File: config.mk
export PLATFORM = sky130hd
export DESIGN_NAME = seg7_scan_driver
export DESIGN_NICKNAME = d
export VERILOG_FILES = /design/src/rtl/seg7_scan_driver.sv
export SDC_FILE = /design/constraint.sdc
export NUM_CORES = 1
export LEC_CHECK = 0
export CAP_MARGIN = 20
export CORE_AREA = 2 2 75 77
export DETAILED_ROUTE_END_ITERATION = 7
export DIE_AREA = 0 0 77 79
export DONT_BUFFER_PORTS = 1
export GPL_ROUTABILITY_DRIVEN = 0
export PLACE_DENSITY = 0.83
export SLEW_MARGIN = 5
export SYNTH_ARGS = -nofsm -noshare
export SYNTH_HDL_FRONTEND = slang
export SYNTH_SLANG_ARGS = --single-unit
File: constraint.sdc
create_clock -name clk_i -period 5.6 [get_ports clk_i]
set_input_delay 0.56 -clock clk_i [delete_from_list [all_inputs] [get_ports clk_i]]
set_output_delay 0.56 -clock clk_i [all_outputs]
set_load 0.005 [all_outputs]
File: src/rtl/seg7_scan_driver.sv
// Time-multiplexed hex driver for a DIGITS-wide 7-segment display.
// Shadow-buffered updates land only on frame wrap; registered outputs with dead time.
module seg7_scan_driver #(
    parameter int unsigned DIGITS     = 4,
    parameter int unsigned PRESCALE   = 1024,
    parameter bit          ACTIVE_LOW = 1'b0
) (
    input  logic                  clk_i,
    input  logic                  rst_i,
    input  logic                  load_i,
    input  logic [4*DIGITS-1:0]   value_i,
    input  logic [DIGITS-1:0]     dp_i,
    input  logic                  blank_lz_i,
    output logic [6:0]            seg_o,
    output logic                  dp_o,
    output logic [DIGITS-1:0]     digit_en_o,
    output logic                  frame_done_o,
    output logic                  pending_o
);

    localparam int unsigned VW = 4 * DIGITS;
    localparam int unsigned IW = (DIGITS > 1) ? $clog2(DIGITS) : 1;
    localparam int unsigned PW = $clog2(PRESCALE);

    localparam logic [6:0]        SEG_OFF = ACTIVE_LOW ? 7'h7F : 7'h00;
    localparam logic [DIGITS-1:0] EN_OFF  = ACTIVE_LOW ? {DIGITS{1'b1}} : {DIGITS{1'b0}};
    localparam logic              DP_OFF  = ACTIVE_LOW;

    logic [PW-1:0]     presc_q,   presc_d;
    logic [IW-1:0]     idx_q,     idx_d;
    logic [VW-1:0]     shadow_q,  shadow_d;
    logic [DIGITS-1:0] sdp_q,     sdp_d;
    logic [VW-1:0]     disp_q,    disp_d;
    logic [DIGITS-1:0] ddp_q,     ddp_d;
    logic              pending_q, pending_d;
    logic [6:0]        seg_q,     seg_d;
    logic              dp_q,      dp_d;
    logic [DIGITS-1:0] en_q,      en_d;
    logic              fd_q,      fd_d;

    logic              tick, last, wrap;
    logic              zero_run, blank_here, blank, dp_sel;
    logic [3:0]        nib;
    logic [DIGITS-1:0] onehot;

    function automatic logic [6:0] hex7(input logic [3:0] n);
        logic [6:0] s;
        case (n)
            4'h0: s = 7'h3F;  4'h1: s = 7'h06;  4'h2: s = 7'h5B;  4'h3: s = 7'h4F;
            4'h4: s = 7'h66;  4'h5: s = 7'h6D;  4'h6: s = 7'h7D;  4'h7: s = 7'h07;
            4'h8: s = 7'h7F;  4'h9: s = 7'h6F;  4'hA: s = 7'h77;  4'hB: s = 7'h7C;
            4'hC: s = 7'h39;  4'hD: s = 7'h5E;  4'hE: s = 7'h79;  default: s = 7'h71;
        endcase
        return s;
    endfunction

    // Scan timing, shadow/display transfer and output decode
    always_comb begin
        presc_d    = presc_q;
        idx_d      = idx_q;
        shadow_d   = shadow_q;
        sdp_d      = sdp_q;
        disp_d     = disp_q;
        ddp_d      = ddp_q;
        pending_d  = pending_q;
        zero_run   = 1'b1;
        blank_here = 1'b0;
        dp_sel     = 1'b0;
        nib        = 4'h0;
        onehot     = '0;

        tick = (presc_q == PW'(PRESCALE - 1));
        last = (idx_q == IW'(DIGITS - 1));
        wrap = tick && last;

        presc_d = tick ? '0 : presc_q + PW'(1);
        if (tick) begin
            idx_d = last ? '0 : idx_q + IW'(1);
        end

        // A load coinciding with the wrap bypasses the shadow entirely
        if (load_i) begin
            shadow_d  = value_i;
            sdp_d     = dp_i;
            pending_d = !wrap;
            if (wrap) begin
                disp_d = value_i;
                ddp_d  = dp_i;
            end
        end else if (wrap && pending_q) begin
            disp_d    = shadow_q;
            ddp_d     = sdp_q;
            pending_d = 1'b0;
        end

        // Walk from the most significant digit down, tracking the leading-zero run
        for (int k = DIGITS - 1; k >= 0; k--) begin
            zero_run = zero_run && (disp_q[4*k +: 4] == 4'h0);
            if (idx_q == IW'(k)) begin
                nib        = disp_q[4*k +: 4];
                blank_here = zero_run;
                dp_sel     = ddp_q[k];
                onehot[k]  = 1'b1;
            end
        end
        blank = blank_lz_i && (idx_q != '0) && blank_here;

        seg_d = (blank ? 7'h00 : hex7(nib)) ^ SEG_OFF;
        dp_d  = dp_sel ^ DP_OFF;
        en_d  = ((presc_q == '0) ? '0 : onehot) ^ EN_OFF;
        fd_d  = wrap;
    end

    always_ff @(posedge clk_i) begin
        if (rst_i) begin
            presc_q   <= '0;
            idx_q     <= '0;
            shadow_q  <= '0;
            sdp_q     <= '0;
            disp_q    <= '0;
            ddp_q     <= '0;
            pending_q <= 1'b0;
            seg_q     <= SEG_OFF;
            dp_q      <= DP_OFF;
            en_q      <= EN_OFF;
            fd_q      <= 1'b0;
        end else begin
            presc_q   <= presc_d;
            idx_q     <= idx_d;
            shadow_q  <= shadow_d;
            sdp_q     <= sdp_d;
            disp_q    <= disp_d;
            ddp_q     <= ddp_d;
            pending_q <= pending_d;
            seg_q     <= seg_d;
            dp_q      <= dp_d;
            en_q      <= en_d;
            fd_q      <= fd_d;
        end
    end

    assign seg_o        = seg_q;
    assign dp_o         = dp_q;
    assign digit_en_o   = en_q;
    assign frame_done_o = fd_q;
    assign pending_o    = pending_q;

endmodule

After elaboration in Yosys (flattened, before gate mapping)
Memories as Yosys holds them, arrays and structs flattened. A register that Yosys moved wholly into a read port is not among the register bits.
Index checks and enable logic that the tools add are counted.

cells by class
  muxes and demuxes = 25
  reductions and logical operators = 20
  eq/ne operators = 5
  add/sub/neg operators = 2

operators by type and width
  operator                 count
  $mux W16                 3
  $mux W4                  7
  $logic_not A4 Y1         4
  $mux W1                  14
  $add A10 B1 Y10 const B  1
  $eq A10 B10 Y1 const B   1
  $logic_not A10 Y1        1
  $logic_and A1 B1 Y1      7
  $reduce_or A2 Y1         3
  $eq A2 B2 Y1 const B     2
  $reduce_bool A2 Y1       2
  $add A2 B1 Y2 const B    1
  $eq A2 B1 Y1 const B     1
  $logic_not A2 Y1         1
  $mux W2                  1
  $ne A2 B1 Y1 const B     1
  $reduce_and A2 Y1        1
  $logic_not A1 Y1         1

word-level totals
  register bits after elaboration = 59
  output and inout port bits = 14
  memories kept = 1
  memory bits (read-only) = 112

memories
  memory           depth  bits a word  rd ports  clocked after memory_dff  write ports  line  text
  (no name shown)  16     7            1         1                         0            48    case (n)

Depth between registers and ports, before layout
Gate-level depths: netlist of the first run.

  word-level depth = 7
  mapped depth = 11

Least setup slack after synthesis of the first run
Ideal clock, no wire load.

  kind = register to register
  start = register idx_q[0]
  end = register seg_q[4], in the netlist seg_o[4]
  stages on the path, launching flop included = 10
  arrival = 2.111 ns
  slack = 3.410 ns
  data required time = 5.521 ns
  period minus slack after synthesis = 2.190 ns
  cell sequence = dfxtp_1 inv_1 ha_1 buf_4 nand3b_1 a31oi_1 inv_1 ha_1 mux2_4 a211oi_2

on the way
  longest elaborated chain between the ends = 7
  elaborated cells between the ends (all ways) = 16

ends and longest elaborated chain
  element                            line  text
  from (decl)                        30    logic [IW-1:0] idx_q, idx_d;
  from (signal assigned)             129   idx_q <= idx_d;
  $eq A2 B2 Y1                       99    if (idx_q == IW'(k)) begin
  $mux W1 (4 in series)              99
  $logic_and A1 B1 Y1                106   blank = blank_lz_i && (idx_q != '0) && blank_here;
  $reduce_or A2 Y1 (no source line)  --
  to (decl)                          36    logic [6:0] seg_q, seg_d;

Parallel ways exist; a longest one is shown, timed or not.
A chain may end at the register's enable or synchronous reset.

Worst setup path in the final report of the first run
Ends and elaborated chain as after synthesis.

==> results of run 1 <==
routing by layer:
metal	routed length (um)	global-route usage (%)	share of wire (%)
met1	2500	23.0	47
met2	2500	29.6	47
met3	251	5.23	4.7
met4	72	11.4	1.4
met5	0	0	0
worst max path at each step:
| stage | start | end | slack [ps] | cells past startpoint |
|---|---|---|---|---|
| 6_report | idx_q[0] | seg_o[4] | 3130 | 8 |
| 5_1_grt | idx_q[0] | seg_o[4] | 2890 | 8 |
| 4_1_cts | idx_q[0] | seg_o[4] | 3120 | 8 |
| 2_1_floorplan | idx_q[0] | seg_o[4] | 3410 | 9 |
| 3_3_place_gp | idx_q[0] | seg_o[4] | 3260 | 8 |
| 3_5_place_dp | idx_q[0] | seg_o[4] | 3130 | 8 |
sequential cells by signal (all words and copies together) (netlist names):
signal	flops
frame_done_o	1
seg_o	7
sdp_q	4
idx_q	2
shadow_q	16
digit_en_o	4
disp_q	16
pending_o	1
presc_q	10
ddp_q	4
dp_o	1
final cells by class:
class / count / share of cell area [%]
clock buffer: 10 / 4.37
clock inverter: 6 / 2.86
inverter: 8 / 0.954
multi-input combinational: 226 / 46.8
sequential: 66 / 42.0
tap: 72 / 2.86
timing repair buffer: 1 / 0.238
power groups by stage:
stage | clock [mW] | sequential (mW) | combinational [mW]
5_1_grt | 0.475 | 0.490 | 0.0336
3_5_place_dp | 0 | 0.500 | 0.0297
6_report | 0.447 | 0.489 | 0.0293
4_1_cts | 0.458 | 0.489 | 0.0300
2_1_floorplan | 0 | 0.498 | 0.0321
3_3_place_gp | 0 | 0.499 | 0.0285
critical path, cell delays in order, from the launching register on:
cell	delay [ps]
dfxtp_1	400
inv_1	90
ha_1	320
nand3b_1	220
a31oi_1	390
inv_1	200
ha_1	280
mux2_4	290
a211oi_2	210
synthesized netlist by cell type, types with 2 or more instances:
cell type | instances | area (um2)
dfxtp_1 | 66 | 1320
mux2i_1 | 25 | 250
and2_1 | 4 | 25.0
nor4_1 | 2 | 12.5
a31oi_1 | 3 | 18.8
buf_2 | 3 | 15.0
nor3_1 | 9 | 45.0
xnor2_1 | 3 | 26.3
xor2_1 | 5 | 43.8
clkbuf_2 | 2 | 10.0
a21oi_1 | 6 | 30.0
nor3b_1 | 2 | 15.0
o21ai_1 | 2 | 10.0
and4_1 | 2 | 17.5
o21ai_0 | 20 | 100
clkbuf_1 | 7 | 26.3
buf_6 | 3 | 33.8
nand3b_1 | 3 | 22.5
nand2_1 | 35 | 131
inv_1 | 8 | 30.0
ha_1 | 13 | 163
a311oi_1 | 3 | 26.3
nor2_1 | 41 | 154
a311o_1 | 2 | 20.0
nand3_1 | 3 | 15.0
nand2b_1 | 23 | 144
buf_4 | 4 | 30.0
layout by cell type, fill, tap and decap left out, types with 3 or more instances in the layout:
master / count
mux2i_1: 25
inv_1: 8
xor2_1: 5
nand2_1: 35
and2_1: 4
nand3_1: 3
a21oi_1: 6
o21ai_0: 20
a31oi_1: 3
dfxtp_1: 66
nor3_1: 9
clkbuf_8: 10
a311oi_1: 3
nand3b_1: 3
clkinvlp_4: 4
xnor2_1: 3
ha_1: 13
nand2b_1: 23
nor2_1: 41
cell families after synthesis:
kind of cell / after synthesis / synth area share, %
AOI/OAI and AO/OA: 43 / 9.34
xor gates and xnor gates: 8 / 2.39
adders and majority gates: 13 / 5.55
buffers and inverters: 27 / 4.95
DFF: 66 / 45.1
muxes: 27 / 9.43
and+or+nand+nor: 135 / 23.3
metrics by stage:
| step | hold slack [ps] | setup WS (ps) | power, mW |
|---|---|---|---|
| 2_1_floorplan | 430 | 3410 | 0.530 |
| 3_3_place_gp | 448 | 3260 | 0.528 |
| 3_5_place_dp | 462 | 3130 | 0.529 |
| 4_1_cts | 271 | 3120 | 0.976 |
| 5_1_grt | 282 | 2890 | 0.999 |
| 6_report | 298 | 3130 | 0.965 |
==> impl_metrics.yaml, run 1 <==
final_layout:
  fillCellCount: 486
  area_growth_pct: 7.38
  multi_input_area_um2: 1470
  final_util_pct: 59.0
  fin_area_um2: 3150
  regArea_um2: 1320
  final_nets: 349
  fin_cells: 389
  n_antenna_cell: 0
  layout-drive-gt1-share_pct: 8.20
setup_path:
  cp-start-kind: "register"
  reg2reg_to: "seg_o[4]"
  worst_r2r_startpoint: "idx_q[0]"
  r2r_cells: 8
  arrival_ps: 2740
  crit_required_ps: 5870
  crit_path_end_kind: "register"
  path_max_fanout: 12
  worstSetupPathType: "register to register"
  reg2reg_slack_ps: 3130
pwr:
  pwr_density_cell_nw_per_um2: 306
  switchingPower_uw: 204
  internal_power_uw: 762
  swShare_pct: 21.1
  pwr-share-comb_pct: 3.0
  share_seq_of_total_power_pct: 50.6
  pwr-share-clk_pct: 46.3
  max-vdd-ir-drop_mv: 0.184
  power_leakage_nw: 1.24
synthesis:
  synthCells: 319
  ys_types: 47
  yosysWarnings: 0
  synth_edf_count: 0
  syn-cell-area_um2: 2930
  synth_seq_area_share_pct: 45.1
  ys_ff_latch: 66
  synth-async-reset-ratio_pct: 0
  synth_nets: 356
  avgSynthCellArea_um2: 9.19
  ys.flop_type: "dfxtp_1"
worst_hold_path:
  min_to: "presc_q[2]"
  min_path_cells: 1
  worstHoldPathType: "primary input to register"
  min-delay-start: "rst_i"
sta:
  max_freq_mhz: 405
  min_period_ps: 2470
  setup-violations-final: 0
  tightest_slew_ps: 591
  rsz0062_at_grt: "false"
  fin_worst_skew_ps: 7.23
  hold_viol: 0
  period_share_pct: 44.1
  slew_headroom_pct: 60.3
  finalSetupTns_ps: 0
  report.final.slew_viol_count: 0
routing:
  num_vias: 2066
  firstDrtPassIters: 4
  route.detailed.wl_per_inst_um: 13.7
  drt_iter0_drc: 84
  drc_errors: 0
  wl_um: 5320
  vias_per_cell: 5.31
  drtAntennaViolNets: 0
clock_network:
  cts_setup_buffers: 0
  htreeDepth: 3
  numCtsBuffers: 9
  cts_hold_buf: 0
  cts_tree: "built"
  clock-sinks: 66
  clock_latency_ps: 340
  path_clk_slew_ps: 70
  cts_resized: 0
  clockBufferDepth: 2
  cts-root-buf: "clkbuf_8"
global_routing:
  grt_max_degree: 52
  grt_overflow: 0
  grt_usage_pct: 18.8
  first_global_vias: 1982
  antenna_found_initial: 0
  grt_pass1_wl_um: 8890
die:
  die_h_um: 79
  fp.dieW_um: 77
  rows: 27
  dieArea_um2: 6080
  start_util_pct: 54.9
  io_pins: 38
  coreArea_um2: 5340
flow_run:
  maxCapViolations: 0
outcome:
  status: "complete, no violations"
place:
  portBuffers: 0
  dp_hpwl_um: 3640
  place_inst: 373
  dpl_cell_area_um2: 2920
Power figures use the tool's default switching activity.
==> run 2: changes to the inputs <==
==> constraint.sdc (replaced) <==
create_clock -name clk_i -period 2.4 [get_ports clk_i]
set_input_delay 0.24 -clock clk_i [delete_from_list [all_inputs] [get_ports clk_i]]
set_output_delay 0.24 -clock clk_i [all_outputs]
set_load 0.005 [all_outputs]
==> impl_metrics.yaml, run 2 (synthesis gave the netlist of run 1 again) <==
global_routing:
  grt_overflow: 0
  first_global_vias: 1943
  grt_max_degree: 28
  grt_usage_pct: 19.0
  antenna_found_initial: 0
  grt_pass1_wl_um: 8960
place:
  portBuffers: 0
  dp_hpwl_um: 3560
  dpl_cell_area_um2: 2950
  place_inst: 377
worst_hold_path:
  worstHoldPathType: "primary input to register"
sta:
  slew_headroom_pct: 31.4
  period_share_pct: 93.1
  setup-violations-final: 0
  min_period_ps: 2230
  rsz0062_at_grt: "true"
  hold_ws_ps: 74.1
  fin_worst_skew_ps: 4.63
  max_freq_mhz: 448
  hold_viol: 0
  report.final.slew_viol_count: 0
  tightest_slew_ps: 1030
routing:
  num_vias: 2066
  firstDrtPassIters: 4
  drt_iter0_drc: 111
  vias_per_cell: 5.27
  route.detailed.wl_per_inst_um: 13.7
  drc_errors: 0
  drtAntennaViolNets: 0
  wl_um: 5390
final_layout:
  n_antenna_cell: 0
  fin_cells: 392
  reg.largest.list: "disp_q (16), shadow_q (16), presc_q (10)"
  layout_common_cells: "dfxtp_1, nor2_1, nand2_1"
  final_nets: 354
  fin_area_um2: 3140
  layout_commonest_cell: "dfxtp_1"
  layout-drive-gt1-share_pct: 10.0
  final_util_pct: 58.9
  area_growth_pct: 7.17
pwr:
  max-vdd-ir-drop_mv: 0.393
  power_leakage_nw: 1.26
  power.total_mw: 1.99
  pwr_density_cell_nw_per_um2: 633
setup_path:
  cp-start-kind: "register"
  r2r_cells: 6
  endpoint: "seg_o[4]"
  crit_required_ps: 2660
  worst_r2r_startpoint: "idx_q[0]"
  path_max_fanout: 10
  worstSetupPathType: "register to register"
  crit_path_end_kind: "register"
  crit_path_start: "idx_q[0]"
  arrival_ps: 2500
  reg2reg_to: "seg_o[4]"
  reg2reg_slack_ps: 170
die:
  io_pins: 38
  fp.dieW_um: 77
  coreArea_um2: 5340
  rows: 27
  start_util_pct: 54.9
  die_h_um: 79
  dieArea_um2: 6080
clock_network:
  clockBufferDepth: 2
  path_clk_slew_ps: 60
  clock-sinks: 66
  htreeDepth: 3
  numCtsBuffers: 9
  cts_tree: "built"
  clock_latency_ps: 340
  cts-root-buf: "clkbuf_8"
  cts_setup_buffers: 0
outcome:
  status: "complete, no violations"
flow_run:
  maxCapViolations: 0
[run 2: cell count changes in the layout (fill, tap and decap cells not counted), sizes merged]
| cell | previous run | this run |
|---|---|---|
| buf | 1 | 5 |
| clkinvlp | 4 | 0 |
| dlygate4sd3 | 0 | 1 |
| clkinv | 0 | 4 |
| bufinv | 2 | 0 |
[run 2: through the flow]
| step | worst slack, ps | setup TNS [ps] |
|---|---|---|
| after floorplan | 210 | 0 |
| after global placement | 168 | 0 |
| after detailed placement | 67.3 | 0 |
| after CTS | 53.4 | 0 |
| after global routing | -22.1 | -22.1 |
| final | 165 | 0 |
[run 2: area by class of cell]
cell class	count	area (um2)
multi-input combinational	226	1500
clock inverter	4	20.0
tap	72	90.1
clock buffer	10	138
timing repair buffer	6	47.5
inverter	8	30.0
sequential	66	1320
fill	499	2190
[run 2: how the worst min path moves through the flow]
stage	start	endpoint	slack, ps	depth (start not counted)
floorplan	dp_i[0]	sdp_q[0]	430	2
global placement	rst_i	presc_q[2]	320	1
detailed placement	rst_i	presc_q[2]	320	1
CTS	rst_i	disp_q[12]	60	2
global route	rst_i	disp_q[12]	50	2
finish	rst_i	disp_q[12]	70	2
[run 2: worst max-delay path, stage by stage, from the launching register on]
cell      delay, ps
dfxtp_1         400
inv_1            90
ha_1            350
nor2_2          320
a311o_1         440
mux2_4          340
a211oi_2        220
[run 2: where the power goes]
part           switching [mW]  total [mW]  leakage, nW  internal (mW)
Clock                   0.390       0.773       0.0875          0.383
Combinational          0.0379      0.0766        0.631         0.0387
Sequential             0.0129        1.14        0.539           1.13
Total                   0.441        1.99         1.26           1.55
[run 2: layer usage]
metal | track usage [%] | up-vias | wire, um
met3 | 8.41 | 10 | 288
met1 | 23.9 | 942 | 2560
met5 | 0 | - | 0
li1 | - | 1071 | -
met4 | 7.50 | 0 | 86
met2 | 28.7 | 43 | 2460
[run 2: what timing repair did]
item                                    4_1_cts  5_1_grt
endpoints found under the setup margin        0        7
endpoints found under the hold margin        27        0
hold buffers                                  1        0
resized for setup                             0        5
==> run 3: changes to the inputs <==
==> constraint.sdc (replaced) <==
create_clock -name clk_i -period 2.5 [get_ports clk_i]
set_input_delay 0.25 -clock clk_i [delete_from_list [all_inputs] [get_ports clk_i]]
set_output_delay 0.25 -clock clk_i [all_outputs]
set_load 0.005 [all_outputs]
==> impl_metrics.yaml, run 3 (synthesis gave the netlist of run 1 again) <==
place:
  portBuffers: 0
  dp_hpwl_um: 3680
  dpl_cell_area_um2: 2940
pwr:
  swShare_pct: 20.7
  internal_power_mw: 1.60
  max-vdd-ir-drop_mv: 0.425
  pwr_density_cell_nw_per_um2: 640
  switchingPower_uw: 417
  power.total_mw: 2.02
  share_seq_of_total_power_pct: 54.3
  pwr-share-comb_pct: 3.7
  power_leakage_nw: 1.26
  pwr-share-clk_pct: 42.0
final_layout:
  layout-drive-gt1-share_pct: 8.46
  layout_commonest_cell: "dfxtp_1"
  area_growth_pct: 7.51
  layout_common_cells: "dfxtp_1, nor2_1, nand2_1"
  reg.largest.list: "disp_q (16), shadow_q (16), presc_q (10)"
  fillCellCount: 492
  n_antenna_cell: 0
  fin_area_um2: 3150
  final_nets: 352
  final_util_pct: 59.1
sta:
  rsz0062_at_grt: "false"
  setup-violations-final: 0
  finalSetupTns_ps: 0
  report.final.slew_viol_count: 0
  fin_worst_skew_ps: 3.71
  period_share_pct: 91.2
  tightest_slew_ps: 1040
  min_period_ps: 2280
  slew_headroom_pct: 30.3
  hold_ws_ps: 92.9
  hold_viol: 0
  max_freq_mhz: 438
global_routing:
  grt_max_degree: 28
  grt_pass1_wl_um: 9120
  antenna_found_initial: 0
  grt_usage_pct: 19.2
  first_global_vias: 1933
  grt_overflow: 0
routing:
  drc_errors: 0
  num_vias: 2093
  route.detailed.wl_per_inst_um: 13.8
  drtAntennaViolNets: 0
  drt_iter0_drc: 106
  vias_per_cell: 5.35
  firstDrtPassIters: 5
  wl_um: 5410
worst_hold_path:
  min_path_cells: 2
  min-delay-start: "rst_i"
  worstHoldPathType: "primary input to register"
  min_to: "disp_q[13]"
setup_path:
  reg2reg_slack_ps: 220
  crit_slowest_cell: "dfxtp_1"
  cpPeakStageDelay_ps: 410
  worstSetupPathType: "register to register"
  crit_buf_inv: 2
  r2r_cells: 8
  crit_required_ps: 2760
  crit_path_end_kind: "register"
  reg2reg_to: "seg_o[4]"
  worst_r2r_startpoint: "idx_q[0]"
  arrival_ps: 2540
  path_max_fanout: 12
  path_cells: "inv_1 -> ha_1 -> nand3b_1 -> a31oi_4 -> inv_1 -> ha_1 -> mux2_4 -> a211oi_2"
  cp-start-kind: "register"
  cp_top_family: "adder cells"
flow_run:
  maxCapViolations: 0
clock_network:
  path_clk_slew_ps: 70
  numCtsBuffers: 9
  htreeDepth: 3
  cts-root-buf: "clkbuf_8"
  clock-sinks: 66
  cts_tree: "built"
  clock_latency_ps: 340
  clockBufferDepth: 2
outcome:
  status: "complete, no violations"
die:
  dieArea_um2: 6080
  fp.dieW_um: 77
  die_h_um: 79
  io_pins: 38
  rows: 27
  start_util_pct: 54.9
  coreArea_um2: 5340
-- run 3: how the worst max path moves through the flow --
| stage | start | to | cells after the start |
|---|---|---|---|
| after global routing | idx_q[0] | seg_o[0] | 6 |
| after CTS | idx_q[0] | seg_o[4] | 8 |
| final | idx_q[0] | seg_o[4] | 8 |
| after detailed placement | idx_q[0] | seg_o[4] | 8 |
| after floorplan | idx_q[0] | seg_o[4] | 9 |
| after global placement | idx_q[0] | seg_o[4] | 8 |
-- run 3: through the flow --
step	cells	worst slack, ps
2_1_floorplan	319	310
3_3_place_gp	375	229
3_5_place_dp	375	71.6
4_1_cts	391	42.4
5_1_grt	391	2.18
6_report	391	219
-- run 3: cell type report --
type | instances | area [um2] | area share (%)
clock inverters | 3 | 40.0 | 1.27
flip-flops and latches | 66 | 1320 | 41.9
multi-input cells | 226 | 1490 | 47.4
inverters | 8 | 30.0 | 0.952
clock buffers | 12 | 145 | 4.60
well taps | 72 | 90.1 | 2.86
repair buffers | 4 | 32.5 | 1.03
-- run 3: metal layers --
layer | track usage (%) | part of all wire [%] | up-vias
met5 | 0 | 0 | -
met4 | 6.43 | 1.3 | 0
met3 | 7.95 | 6.2 | 8
met2 | 29.8 | 46 | 47
met1 | 24.2 | 46 | 971
li1 | - | - | 1067
-- run 3: worst register-to-register path, delay by kind of cell (launching register included) --
kind	cells	cell delay (ps)
adder cells (fa/ha/maj)	2	570
AO/OA/AOI/OAI	2	450
flip-flops	1	410
multiplexers	1	290
AND/OR/NAND/NOR	1	250
buffers and inverters	2	230
-- run 3: timing repair --
action / CTS / global route
hold endpoints to repair: 27 / 0
setup buffers: 0 / 0
resized for setup: 0 / 3
hold buffers: 1 / 0
endpoints found under the setup margin: 0 / 5
-- run 3: power by group through the flow --
| stage | Sequential, mW | Combinational [mW] | Clock (mW) |
|---|---|---|---|
| after floorplan | 1.12 | 0.0718 | 0 |
| after global placement | 1.12 | 0.0640 | 0 |
| after detailed placement | 1.12 | 0.0659 | 0 |
| after CTS | 1.10 | 0.0744 | 0.875 |
| after global routing | 1.10 | 0.0851 | 0.915 |
| final | 1.10 | 0.0741 | 0.847 |
